<file path="config.mk">
export PLATFORM = sky130hd
export DESIGN_NAME = hub75_scan_ctrl
export DESIGN_NICKNAME = d
export VERILOG_FILES = /design/src/rtl/hub75_scan_ctrl.sv
export SDC_FILE = /design/constraint.sdc
export NUM_CORES = 1
export LEC_CHECK = 0
export ABC_AREA = 1
export CAP_MARGIN = 30
export CORE_MARGIN = 8
export CORE_UTILIZATION = 35
export DETAILED_ROUTE_END_ITERATION = 16
export REMOVE_ABC_BUFFERS = 1
export SYNTH_ARGS = -nofsm -noshare
export SYNTH_HDL_FRONTEND = slang
export SYNTH_SLANG_ARGS = --single-unit
</file>
<file path="constraint.sdc">
create_clock -name clk -period 2.45 [get_ports clk]
set_clock_uncertainty 0.2 [all_clocks]
set_input_delay 0.3675 -clock clk [delete_from_list [all_inputs] [get_ports clk]]
set_output_delay 0.3675 -clock clk [all_outputs]
set_load 0.05 [all_outputs]
</file>
<file path="src/rtl/hub75_scan_ctrl.sv">
// HUB75 1/32-scan panel sequencer: reads the image ROM, shifts bit planes and times OE with BCM.
// Optional build macro SCAN_BRIGHTNESS_EN adds a brightness[3:0] input that trims OE time.
module hub75_scan_ctrl #(
  parameter int COLS       = 64,
  parameter int ROWS_HALF  = 32,
  parameter int BPC        = 4,
  parameter int ADDR_WIDTH = 11,
  parameter int BASE_ON    = 32
) (
  input  logic                  clk,
  input  logic                  rst_n,
  input  logic                  enable,
`ifdef SCAN_BRIGHTNESS_EN
  input  logic [3:0]            brightness,
`endif
  output logic [ADDR_WIDTH-1:0] rom_addr,
  input  logic [23:0]           rom_data,
  output logic                  pan_r0,
  output logic                  pan_g0,
  output logic                  pan_b0,
  output logic                  pan_r1,
  output logic                  pan_g1,
  output logic                  pan_b1,
  output logic                  pan_clk,
  output logic                  pan_lat,
  output logic                  pan_oe_n,
  output logic [4:0]            pan_row,
  output logic                  frame_start
);

  // state    | meaning
  // IDLE     | panel dark, waiting for enable
  // PREFETCH | first ROM address of the row issued
  // SHIFT    | two cycles per column: data setup, then pan_clk high
  // BLANK    | OE off, row address updated
  // LATCH    | shifted plane transferred to panel drivers
  // DISPLAY  | OE on for BASE_ON<<plane cycles
  typedef enum logic [2:0] {S_IDLE, S_PREFETCH, S_SHIFT, S_BLANK, S_LATCH, S_DISPLAY} state_t;

  localparam int COL_W  = $clog2(COLS);
  localparam int ROW_W  = $clog2(ROWS_HALF);
  localparam int PL_W   = (BPC > 1) ? $clog2(BPC) : 1;
  localparam int DISP_W = $clog2((BASE_ON << (BPC - 1)) + 1);

  state_t            state, state_nx;
  logic [ROW_W-1:0]  row;
  logic [PL_W-1:0]   plane;
  logic [COL_W-1:0]  col, col_addr;
  logic              phase;
  logic [DISP_W-1:0] disp_cnt, dur;
  logic              frame_pend, oe_on;
  logic              last_col, last_plane, last_row, disp_done;
  logic [3:0]        nib_r0, nib_g0, nib_b0, nib_r1, nib_g1, nib_b1;

  assign dur        = DISP_W'(BASE_ON) << plane;
  assign last_col   = (col == COL_W'(COLS - 1));
  assign last_plane = (plane == PL_W'(BPC - 1));
  assign last_row   = (row == ROW_W'(ROWS_HALF - 1));
  assign disp_done  = (disp_cnt == '0);

  assign nib_b0 = rom_data[3:0];
  assign nib_g0 = rom_data[7:4];
  assign nib_r0 = rom_data[11:8];
  assign nib_b1 = rom_data[15:12];
  assign nib_g1 = rom_data[19:16];
  assign nib_r1 = rom_data[23:20];

`ifdef SCAN_BRIGHTNESS_EN
  logic [3:0]        bright_q;
  logic [DISP_W+3:0] on_prod;
  logic [DISP_W-1:0] on_len;

  // disp_cnt counts down, so "elapsed < on_len" becomes "remaining >= dur - on_len"
  assign on_prod = {4'b0, dur} * {{(DISP_W - 1){1'b0}}, {1'b0, bright_q} + 5'd1};
  assign on_len  = DISP_W'(on_prod >> 4);
  assign oe_on   = (disp_cnt >= (dur - on_len));
`else
  assign oe_on = 1'b1;
`endif

  always_ff @(posedge clk) begin
    if (!rst_n) state <= S_IDLE;
    else        state <= state_nx;
  end

  always_comb begin
    state_nx    = state;
    pan_clk     = 1'b0;
    pan_lat     = 1'b0;
    pan_oe_n    = 1'b1;
    frame_start = 1'b0;
    col_addr    = col;
    case (state)
      S_IDLE: begin
        if (enable) begin
          state_nx    = S_PREFETCH;
          frame_start = (row == '0) && (plane == '0);
        end
      end
      S_PREFETCH: begin
        state_nx    = S_SHIFT;
        frame_start = frame_pend;
      end
      S_SHIFT: begin
        pan_clk = phase;
        if (phase) begin
          if (last_col) state_nx = S_BLANK;
          else          col_addr = col + 1'b1;
        end
      end
      S_BLANK:  state_nx = S_LATCH;
      S_LATCH: begin
        pan_lat  = 1'b1;
        state_nx = S_DISPLAY;
      end
      S_DISPLAY: begin
        pan_oe_n = !oe_on;
        if (disp_done) state_nx = enable ? S_PREFETCH : S_IDLE;
      end
      default: state_nx = S_IDLE;
    endcase
    rom_addr = {row, col_addr};
  end

  always_ff @(posedge clk) begin
    if (!rst_n) begin
      row        <= '0;
      plane      <= '0;
      col        <= '0;
      phase      <= 1'b0;
      disp_cnt   <= '0;
      frame_pend <= 1'b0;
      pan_row    <= '0;
      pan_r0     <= 1'b0;
      pan_g0     <= 1'b0;
      pan_b0     <= 1'b0;
      pan_r1     <= 1'b0;
      pan_g1     <= 1'b0;
      pan_b1     <= 1'b0;
`ifdef SCAN_BRIGHTNESS_EN
      bright_q   <= 4'hF;
`endif
    end else begin
      case (state)
        S_PREFETCH: begin
          col        <= '0;
          phase      <= 1'b0;
          frame_pend <= 1'b0;
        end
        S_SHIFT: begin
          phase <= ~phase;
          if (!phase) begin
            pan_r0 <= nib_r0[plane];
            pan_g0 <= nib_g0[plane];
            pan_b0 <= nib_b0[plane];
            pan_r1 <= nib_r1[plane];
            pan_g1 <= nib_g1[plane];
            pan_b1 <= nib_b1[plane];
          end else if (last_col) begin
            col <= '0;
          end else begin
            col <= col + 1'b1;
          end
        end
        S_BLANK: begin
          pan_row <= row;
`ifdef SCAN_BRIGHTNESS_EN
          bright_q <= brightness;
`endif
        end
        S_LATCH: disp_cnt <= dur - 1'b1;
        S_DISPLAY: begin
          if (!disp_done) begin
            disp_cnt <= disp_cnt - 1'b1;
          end else begin
            frame_pend <= enable && last_plane && last_row;
            if (last_plane) begin
              plane <= '0;
              row   <= last_row ? '0 : row + 1'b1;
            end else begin
              plane <= plane + 1'b1;
            end
          end
        end
        default: ;
      endcase
    end
  end

endmodule

</file>
==> impl_metrics.env <==
export IMPL_die_y_um=98.1
export IMPL_max_freq_ghz=0.423
export IMPL_yosysSeqAreaShare_pct=32.2
export IMPL_rsz0062_at_grt="no"
export IMPL_io_pins=53
export IMPL_worst_hold_slack_ns=0.266
export IMPL_synth_most_common_cell="nand2_1"
export IMPL_final_max_slew_viol_count=0
export IMPL_internal_power_mw=1.30
export IMPL_dr_pass1_iters=4
export IMPL_rows=30
export IMPL_hold_class="flop to flop"
export IMPL_die_area_mm2=0.00963
export IMPL_htree_levels=2
export IMPL_start_util_pct=35.5
export IMPL_p_leak_nw=1.28
export IMPL_antenna_left=0
export IMPL_ys_async_sr_fraction_pct=0
export IMPL_clock_root_buffer="clkbuf_8"
export IMPL_finalCritPeriodShare_pct=96.5
export IMPL_synthCells=330
export IMPL_viasPerCell=4.81
export IMPL_die_w_um=98.1
export IMPL_final_hold_viol_count=0
export IMPL_synth_ff_type="dfxtp_1"
export IMPL_irDropWorstVdd_uv=331
export IMPL_coreArea_mm2=0.00664
export IMPL_worst_path_max_fanout=5
export IMPL_grt_max_degree=21
export IMPL_use_met3_pct=5.19
export IMPL_synth_edf_count=0
export IMPL_path_cells="ha_2, nand3_2, nor2_1, nand2_1, ha_1, o21ai_2, buf_12"
export IMPL_fin_area_mm2=0.00313
export IMPL_worst_pin_slew_ns=0.725
export IMPL_synthToLayoutAreaGrowth_pct=32.7
export IMPL_grt_ovfl_total=0
export IMPL_antenna_found_initial=0
export IMPL_end_kind="output pin"
export IMPL_portBuffers=52
export IMPL_grt_use_met2_pct=21.0
export IMPL_grt_busiest_layer="met2"
export IMPL_power_frac_seq_pct=35.6
export IMPL_clk_pin_slew_worst_paths_ns=0.08
export IMPL_grt_pass1_vias=2289
export IMPL_detailed_place_hpwl_mm=4.42
export IMPL_drtIter0Drc=67
export IMPL_cts_buffers_inserted=5
export IMPL_yosys_area_top_type="dfxtp_1"
export IMPL_path_buf_inv=1
export IMPL_status="completed"
export IMPL_final_min_clock_period_ns=2.36
export IMPL_syn_avg_cell_area_um2=7.15
export IMPL_drive_gt1_share_pct=17.4
export IMPL_synth_area_leaders="dfxtp_1, nand2_1, nor2_1"
export IMPL_cts_path_max_buffers=2
export IMPL_vias=2242
export IMPL_cts_setup_buffers=0
export IMPL_diodes=0
export IMPL_comb_power_share_pct=43.7
export IMPL_synth_seq_cells=38
export IMPL_cap_violations=0
export IMPL_crit_family="adder cells"
export IMPL_cp_start_kind="flop"
export IMPL_yosys_warnings=0
export IMPL_setup_viol=0
export IMPL_cp_slowest_cell="dfxtp_4"
export IMPL_routed_wirelength_mm=5.84
export IMPL_met1_usage_pct=14.4
export IMPL_grt_pass1_wl_mm=10.2
export IMPL_path_class="flop to output pin"
export IMPL_crit_arrival_ns=1.80
export IMPL_nNetsFinal=422
export IMPL_swShare_pct=41.3
export IMPL_clkPwrFrac_pct=20.7
export IMPL_switchingPower_mw=0.915
export IMPL_placed_cell_area_mm2=0.00300
export IMPL_drcViolationCount=0
export IMPL_clock_sinks=38
export IMPL_relSlewSlack_pct=51.6
export IMPL_required_ns=1.88
export IMPL_synth_top_area_share_pct=32.2
export IMPL_power_density_mw_per_mm2=708
export IMPL_place_gp_congestion=0.821
export IMPL_track_usage_pct=12.7
export IMPL_synth_area_mm2=0.00236
export IMPL_ys_top_cells_by_count="nand2_1, nor2_1, dfxtp_1"
export IMPL_clk_latency_ns=0.29
export IMPL_synth_cell_types=36
export IMPL_cpPeakStageDelay_ns=0.37
export IMPL_avgRoutedWirePerCell_um=12.5
export IMPL_tritoncts="done"
[repair_timing]
item,4_1_cts,5_1_grt
gates resized for setup,6,8
endpoints found under the setup margin,5,6
pin swaps,0,2
hold buffers,0,0
[metal layers]
layer  wire length [um]  part of all wire [%]
met2               2620                    45
met5                  0                     0
met4                 73                   1.3
met3                479                   8.2
met1               2670                    46
[worst min-delay path: cells and delay by family (launching register included)]
family / cells / cell delay (ns)
simple gates: 1 / 0.06
compound gates: 1 / 0.05
flops: 1 / 0.32
[through the flow]
step / std cells / power [mW] / TNS (ns) / setup slack, ns / utilization [%]
global route: 466 / 2.37 / 0 / 0.00327 / 47.1
finish: 466 / 2.22 / 0 / 0.0864 / 47.1
CTS: 466 / 2.24 / 0 / 0.0103 / 46.8
detailed placement: 458 / 1.77 / 0 / 0.176 / 45.2
floorplan: 318 / 1.42 / -1.48 / -0.752 / -
global placement: 458 / 1.76 / 0 / 0.239 / 45.2
[worst paths after layout]
kind         slack, ns  startpoint           to  depth (start not counted)
max reg2reg       0.47    plane[1]  disp_cnt[8]                         11
min               0.27       phase        phase                          2
min reg2reg       0.27       phase        phase                          2
max               0.09      col[0]  rom_addr[0]                          7
[cell type report]
| cell class | instances | area [um^2] |
|---|---|---|
| inverter | 43 | 161 |
| fill | 670 | 3510 |
| sequential | 38 | 768 |
| tap | 80 | 100 |
| clock inverter | 2 | 12.5 |
| timing repair buffer | 60 | 646 |
| clock buffer | 6 | 82.6 |
| multi-input combinational | 237 | 1360 |
[layout by cell type (no fill, tap or decap), types with 5 or more instances in the layout]
master and count:
dfxtp_1 34, buf_4 10, o21ai_0 26, clkdlybuf4s50_1 43
buf_12 7, clkbuf_8 6, ha_1 9, nor2_4 5
a21oi_1 24, nand2_2 7, xor2_1 7, inv_2 6
inv_1 36, nand4_1 8, a31oi_1 6, nor2_1 46
nand2_1 51, nand3_1 11
[flip-flops by register name (all words and copies together) (netlist names)]
register / count
frame_pend: 1
pan_b0: 1
pan_g0: 1
phase: 1
pan_r1: 1
pan_r0: 1
row: 5
plane: 2
disp_cnt: 9
state: 3
pan_g1: 1
col: 6
pan_row: 5
pan_b1: 1
[power by group through the flow]
stage	sequential, mW	clock [mW]	combinational (mW)
finish	0.790	0.458	0.970
global route	0.806	0.501	1.06
CTS	0.788	0.473	0.974
detailed placement	0.800	0	0.966
global placement	0.798	0	0.966
floorplan	0.949	0	0.475
[cells by family after synthesis]
kind of cell               count (synthesis)  synth area share [%]
adders and majority gates                 10                  5.30
AOI/OAI and AO/OA                         71                  16.2
and+or+nand+nor                          148                  32.1
DFF                                       38                  32.2
buffers and inverters                     55                  11.2
xor gates and xnor gates                   8                  2.97
Power figures use the tool's default switching activity.
